<file path="src/rtl/signmag_decoder.sv">
// signmag_decoder: bit-serial two's-complement to sign-magnitude converter
module signmag_decoder #(
  parameter int WIDTH = 8
) (
  input  logic             clk,
  input  logic             rst_n,
  input  logic             in_valid,
  output logic             in_ready,
  input  logic [WIDTH-1:0] A,
  output logic             out_valid,
  input  logic             out_ready,
  output logic             sign,
  output logic [WIDTH-2:0] mag,
  output logic             ovf
);
  localparam int CW = (WIDTH > 2) ? $clog2(WIDTH) : 1;

  typedef enum logic [1:0] {IDLE, CONV, DONE} state_t;

  state_t         state, state_n;
  logic [WIDTH-1:0] sh, res, res_n;
  logic [CW-1:0]  cnt;
  logic           neg, carry, carry_n, bit_r, last;

  // One full-adder stage: negation adds the carry into the inverted LSB
  always_comb begin
    bit_r   = neg ? (~sh[0] ^ carry) : sh[0];
    carry_n = ~sh[0] & carry;
    res_n   = {bit_r, res[WIDTH-1:1]};
    last    = cnt == CW'(WIDTH - 1);
  end

  // State register
  always_ff @(posedge clk or negedge rst_n) begin
    if (!rst_n) state <= IDLE;
    else        state <= state_n;
  end

  // Next-state logic and handshake outputs
  always_comb begin
    state_n   = state;
    in_ready  = state == IDLE;
    out_valid = state == DONE;
    case (state)
      IDLE:    state_n = in_valid ? CONV : IDLE;
      CONV:    state_n = last ? DONE : CONV;
      DONE:    state_n = out_ready ? IDLE : DONE;
      default: state_n = IDLE;
    endcase
  end

  // Datapath: load on accept, shift one bit per CONV cycle, publish result on the last step
  always_ff @(posedge clk or negedge rst_n) begin
    if (!rst_n) begin
      sh    <= '0;
      res   <= '0;
      cnt   <= '0;
      neg   <= 1'b0;
      carry <= 1'b0;
      sign  <= 1'b0;
      mag   <= '0;
      ovf   <= 1'b0;
    end else if (state == IDLE && in_valid) begin
      sh    <= A;
      neg   <= A[WIDTH-1];
      carry <= 1'b1;
      cnt   <= '0;
      res   <= '0;
    end else if (state == CONV) begin
      sh    <= sh >> 1;
      res   <= res_n;
      carry <= carry_n;
      cnt   <= cnt + 1'b1;
      if (last) begin
        sign <= neg;
        mag  <= res_n[WIDTH-2:0];
        ovf  <= res_n[WIDTH-1];
      end
    end
  end
endmodule
</file>
<file path="config.mk">
export PLATFORM = sky130hd
export DESIGN_NAME = signmag_decoder
export DESIGN_NICKNAME = d
export VERILOG_FILES = /design/src/rtl/signmag_decoder.sv
export SDC_FILE = /design/constraint.sdc
export NUM_CORES = 1
export LEC_CHECK = 0
export BUFFER_PORTS_ARGS = -buffer_cell sky130_fd_sc_hd__buf_2
export CAP_MARGIN = 20
export CELL_PAD_IN_SITES_DETAIL_PLACEMENT = 2
export CELL_PAD_IN_SITES_GLOBAL_PLACEMENT = 2
export CORE_MARGIN = 2
export CORE_UTILIZATION = 25
export CTS_CLUSTER_SIZE = 40
export DETAILED_ROUTE_END_ITERATION = 10
export PLACE_DENSITY_LB_ADDON = 0.05
export SYNTH_ARGS = -nofsm -noshare
export SYNTH_HDL_FRONTEND = slang
export SYNTH_SLANG_ARGS = --single-unit
</file>
<file path="constraint.sdc">
create_clock -name clk -period 3.8 [get_ports clk]
set_input_delay 0.38 -clock clk [delete_from_list [all_inputs] [get_ports clk]]
set_output_delay 0.38 -clock clk [all_outputs]
set_load 0.05 [all_outputs]
</file>
# [Yosys cells after proc, flatten, opt, wreduce, memory -nomap -nowiden]
# Index checks and enable logic that the tools add are counted.
[totals] reg_bits=32 input_bits=12 output_inout_bits=11 word_cells=34
[op_classes] add_sub_neg=1 n_eq_ne=3 mux=13 n_bitwise=4 reduce_logical=4
[op_table] operator="2-to-1 mux 8 bit" count=4
[op_table] operator="2-to-1 mux 3 bit" count=2
[op_table] operator="case mux 2 bit (3 select lines)" count=1
[op_table] operator="2-to-1 mux 1 bit" count=4
[op_table] operator="2-to-1 mux 2 bit" count=2
[op_table] operator="adder 3 x 1 -> 3 bit, second input constant" count=1
[op_table] operator="== test 3 bit, second input constant" count=1
[op_table] operator="AND reduction 3 bit" count=1
[op_table] operator="== test 2 x 1 -> 1 bit, second input constant" count=1
[op_table] operator="== test 2 bit, second input constant" count=1
[op_table] operator="zero test 2 bit" count=1
[op_table] operator="NOT 1 bit" count=2
[op_table] operator="nonzero test 2 bit" count=1
[op_table] operator="AND 1 bit" count=1
[op_table] operator="logical AND 1 bit" count=1
[op_table] operator="XOR 1 bit" count=1

# [Longest topological paths before layout]
[depth] word_depth=5 mapped_depth=6 ltp_nobuf=5

# [Least setup slack after synthesis]
# No wires, ideal clock.
[synth_timing] path_kind="flip-flop to output port" start="register state[0]" end="output port in_ready" arrival_time_ps=1322 required_time_ps=3420 slack_ps=2098 path_stages_with_launch=4 path_buffers=2 cell_sequence="dfrtp_1 buf_6 buf_2 nor2_1"
[synth_between] elab_chain_cells=1
[synth_lines] item="start, declared" line_no="20" text="state_t state, state_n;"
[synth_lines] item="start signal, assigned" line_no="36" text="else state <= state_n;"
[synth_lines] item="zero test 2 bit" line_no="42" text="in_ready = state == IDLE;"
[synth_lines] item="end, declared" line_no="8" text="output logic in_ready,"
# No other way between the ends.

# [Worst setup path in the final report]
[layout_timing] start="register state[1]" end="output port out_valid"
[layout_between] elab_chain_cells=1
[layout_lines] item="== test 2 bit" line_no="43" text="out_valid = state == DONE;"
[layout_lines] item="end, declared" line_no="10" text="output logic out_valid,"
# No other way between the ends.

==> reports/summary.log <==
INFO  floorplan      rows=26
INFO  run_status     run_status=completed
INFO  power_and_ir_drop comb_power_share=39.1%
INFO  logic_synthesis synth_top_area_share=57.7%
INFO  worst_setup_path critical_path.max_fanout=10
INFO  hold_path      worstHoldPathType=input pin to asynchronous set/reset pin
INFO  power_and_ir_drop internal_power=923uW
INFO  sta            final-setup-viol-count=0
INFO  drt            detailedRoute.firstPassIterationCount=3
INFO  power_and_ir_drop netSwitchingPower=616uW
INFO  logic_synthesis synth_edf_count=0
INFO  power_and_ir_drop total_leakage_power=0.000770uW
INFO  power_and_ir_drop swShare=40.0%
INFO  worst_setup_path crit_path_max_incr_delay=0.48ns
INFO  power_and_ir_drop max-vdd-ir-drop=0.221mV
INFO  sta            timing_worst_slew_pin_value=0.728ns
INFO  finish         num-nets-final=143
INFO  logic_synthesis synth_area_per_cell=12.6um2
INFO  clock_tree     insertion_delay=0.28ns
INFO  sta            achievable-frequency=0.513GHz
INFO  sta            post-route-min-period=1.95ns
INFO  worst_setup_path arrival_time_worst_endpoint=1.57ns
INFO  clock_tree     post-cts-setup-buffers=0
INFO  floorplan      fp.dieArea=5980um2
INFO  finish         post_layout_nonfiller_instances=199
INFO  logic_synthesis netlist-cell-type-count=24
INFO  logic_synthesis synth_sequential_area_ratio=57.7%
INFO  worst_setup_path worst-r2r-cell-count=2
INFO  clock_tree     max-clock-path-buffers=2
INFO  sta            final-max-slew-violation-count=0
INFO  clock_tree     cts_hold_repair.buffers=0
INFO  worst_setup_path timing.setup.critical_path_class=flop to output port
INFO  logic_synthesis synth.ff_latch_count=31
INFO  clock_tree     cts.sinks=31
INFO  sta            final.period_utilization=51.3%
INFO  clock_tree     cts_inserted_buffers=5
INFO  clock_tree     clkSlewWorstSetupHoldPaths=0.07ns
INFO  power_and_ir_drop power_share_of_the_sequential_group=39.4%
INFO  power_and_ir_drop clkPwrFrac=21.5%
INFO  sta            skew=0.00391ns
INFO  sta            slew-limit-headroom=51.4%
INFO  finish         layout-drive-gt1-share=31.0%
INFO  sta            setup_tns_final=0ns
INFO  worst_setup_path timing.critical_path.slowest_stage_cell=sky130_fd_sc_hd__dfrtp_1
INFO  floorplan      die_w=77.4um
INFO  logic_synthesis synth.cells.most_frequent=31 x sky130_fd_sc_hd__dfrtp_1, 11 x sky130_fd_sc_hd__nor2_1, 8 x sky130_fd_sc_hd__a22o_1
INFO  floorplan      top_level_ports=23
INFO  sta            worst_hold_slack=0.149ns
INFO  worst_setup_path setup.worst_path.start_class=flop
INFO  global_route   overall_track_demand_over_capacity_in_global_routing=11.8%
INFO  drt            route.final.wire_length=3230um
INFO  drt            dr.first_iter.drc_count=39
INFO  worst_setup_path cp-end-kind=output port
INFO  clock_tree     cts_root_buffer=sky130_fd_sc_hd__clkbuf_8
INFO  floorplan      initial_utilization=26.2%
INFO  drt            remaining_drc_errors=0
INFO  finish         antennaDiodeCount=0
INFO  worst_setup_path cp_data_required_time=3.42ns
INFO  worst_setup_path critPathCapture=out_valid
INFO  logic_synthesis synth.most_common_cell=sky130_fd_sc_hd__dfrtp_1
INFO  logic_synthesis ys_warn_count=0
INFO  logic_synthesis mappedNetlistArea=1350um2
INFO  floorplan      die_height=77.4um
INFO  power_and_ir_drop cellPowerDensity=957nW/um2
INFO  logic_synthesis ys_async_sr_fraction=100%
INFO  worst_setup_path regToRegEndpoint=res[3]$_DFFE_PN0P_
INFO  logic_synthesis yosys.area.top_type=sky130_fd_sc_hd__dfrtp_1
INFO  drt            avgViaCountPerCell=4.76
INFO  placed_design  gp_routability_congestion=0.666
INFO  logic_synthesis dominantRegCellSynth=sky130_fd_sc_hd__dfrtp_1
INFO  drt            routed-via-count=948
INFO  logic_synthesis post_synth_main_area_contributors=sky130_fd_sc_hd__dfrtp_1 58%, sky130_fd_sc_hd__mux2_4 7.8%, sky130_fd_sc_hd__a22o_1 5.2%
INFO  placed_design  hpwl=2150um
INFO  global_route   grt_max_degree=32
INFO  placed_design  placed_cells=191
INFO  worst_setup_path r2r_slack=2.10ns
INFO  global_route   grt_overflow=0
INFO  clock_tree     post_cts_resized=0
INFO  run            cap_viol_max_count=0
INFO  global_route   first_global_vias=1,024
INFO  clock_tree     htree_num_levels=2
INFO  sta            rsz_0062_raised_after_global_routing=no
INFO  worst_setup_path worst_setup_sp=state[1]$_DFF_PN0_
INFO  worst_setup_path crit-reg2reg-launch=state[0]$_DFF_PN0_
INFO  worst_setup_path critical_path.cell_chain=clkinv_1 -> nor2_1 -> buf_2
INFO  placed_design  port_buffers=22
INFO  logic_synthesis postSynthNetCount=122
INFO  sta            final_hold_viol_count=0
INFO  logic_synthesis syn_inst=107
INFO  finish         postLayoutCoreUtil=31.3%
INFO  global_route   antenna_violations_before_repair=0
INFO  drt            routed_wire_length_per_instance=16.2um
INFO  floorplan      design.core.area=5140um2
INFO  drt            drt.antenna.violating_nets=0
INFO  finish         area_growth=19.5%
INFO  global_route   grt_pass1_wl=5400um
INFO  clock_tree     cts_tree=built
-- flip-flops by register name (all words and copies together), names as in the netlist --
register	cells
res	7
cnt	3
neg	1
state	2
sh	8
ovf	1
carry	1
mag	7
sign	1
-- cells in the final DEF (no fill, tap or decap), drive strengths merged, types with 3 or more instances in the layout --
cell type,n
ha,3
nor2,11
o22ai,7
o32ai,7
dfrtp,31
nand2,3
a22o,8
clkbuf,6
buf,22
o21ai,7
mux2,8
-- power by group through the flow --
stage	Clock [uW]	Combinational, uW	Sequential (uW)
3_3_place_gp	0	587	605
5_1_grt	362	663	632
6_report	331	602	606
4_1_cts	346	615	609
3_5_place_dp	0	609	612
2_1_floorplan	0	363	714
-- routing by layer --
metal  track usage [%]  vias up  routed length, um  share of wire, %
li1                  -      435                  -                 -
met3              2.67        4                106               3.3
met5                 0        -                  0                 0
met2              18.6       14               1550                48
met1              16.0      495               1540                48
met4              4.29        0                 30              0.93
-- area by class of cell --
cell class	instances	area, um2
clock inverter	2	35.0
tap	70	87.6
fill	591	3530
multi-input combinational	65	505
sequential	31	776
clock buffer	6	82.6
inverter	3	11.3
timing repair buffer	22	110
-- through the flow --
step | power, uW | setup slack (ns) | instance area (um2)
after floorplan | 1080 | 2.10 | 1350
after global placement | 1190 | 2.18 | 1490
after detailed placement | 1220 | 2.11 | 1490
after CTS | 1570 | 1.80 | 1610
after global routing | 1660 | 1.65 | 1610
final | 1540 | 1.85 | 1610
-- how the worst min path moves through the flow --
stage / end / slack (ns) / start
after floorplan: carry$_DFFE_PN0P_ / 0.08 / rst_n
after global placement: ovf$_DFFE_PN0P_ / 0.46 / ovf$_DFFE_PN0P_
after detailed placement: ovf$_DFFE_PN0P_ / 0.47 / ovf$_DFFE_PN0P_
after CTS: mag[4]$_DFFE_PN0P_ / 0.18 / rst_n
after global routing: mag[4]$_DFFE_PN0P_ / 0.19 / rst_n
final: mag[4]$_DFFE_PN0P_ / 0.15 / rst_n
-- logic make-up (layout without fill, tap and decap cells) --
| family | Yosys count | count (layout) | synth area share [%] |
|---|---|---|---|
| AOI/OAI and AO/OA | 33 | 33 | 17.8 |
| adders and majority gates | 3 | 3 | 2.79 |
| buffers and inverters | 11 | 33 | 4.74 |
| DFF | 31 | 31 | 57.7 |
| muxes | 9 | 9 | 9.40 |
| and+or+nand+nor | 20 | 20 | 7.63 |
-- worst max-delay path: cells and delay by family, from the launching register on --
family / cells / cell delay [ns]
buffers and inverters: 2 / 0.62
flip-flops: 1 / 0.48
AND/OR/NAND/NOR: 1 / 0.20
Power figures use the tool's default switching activity.
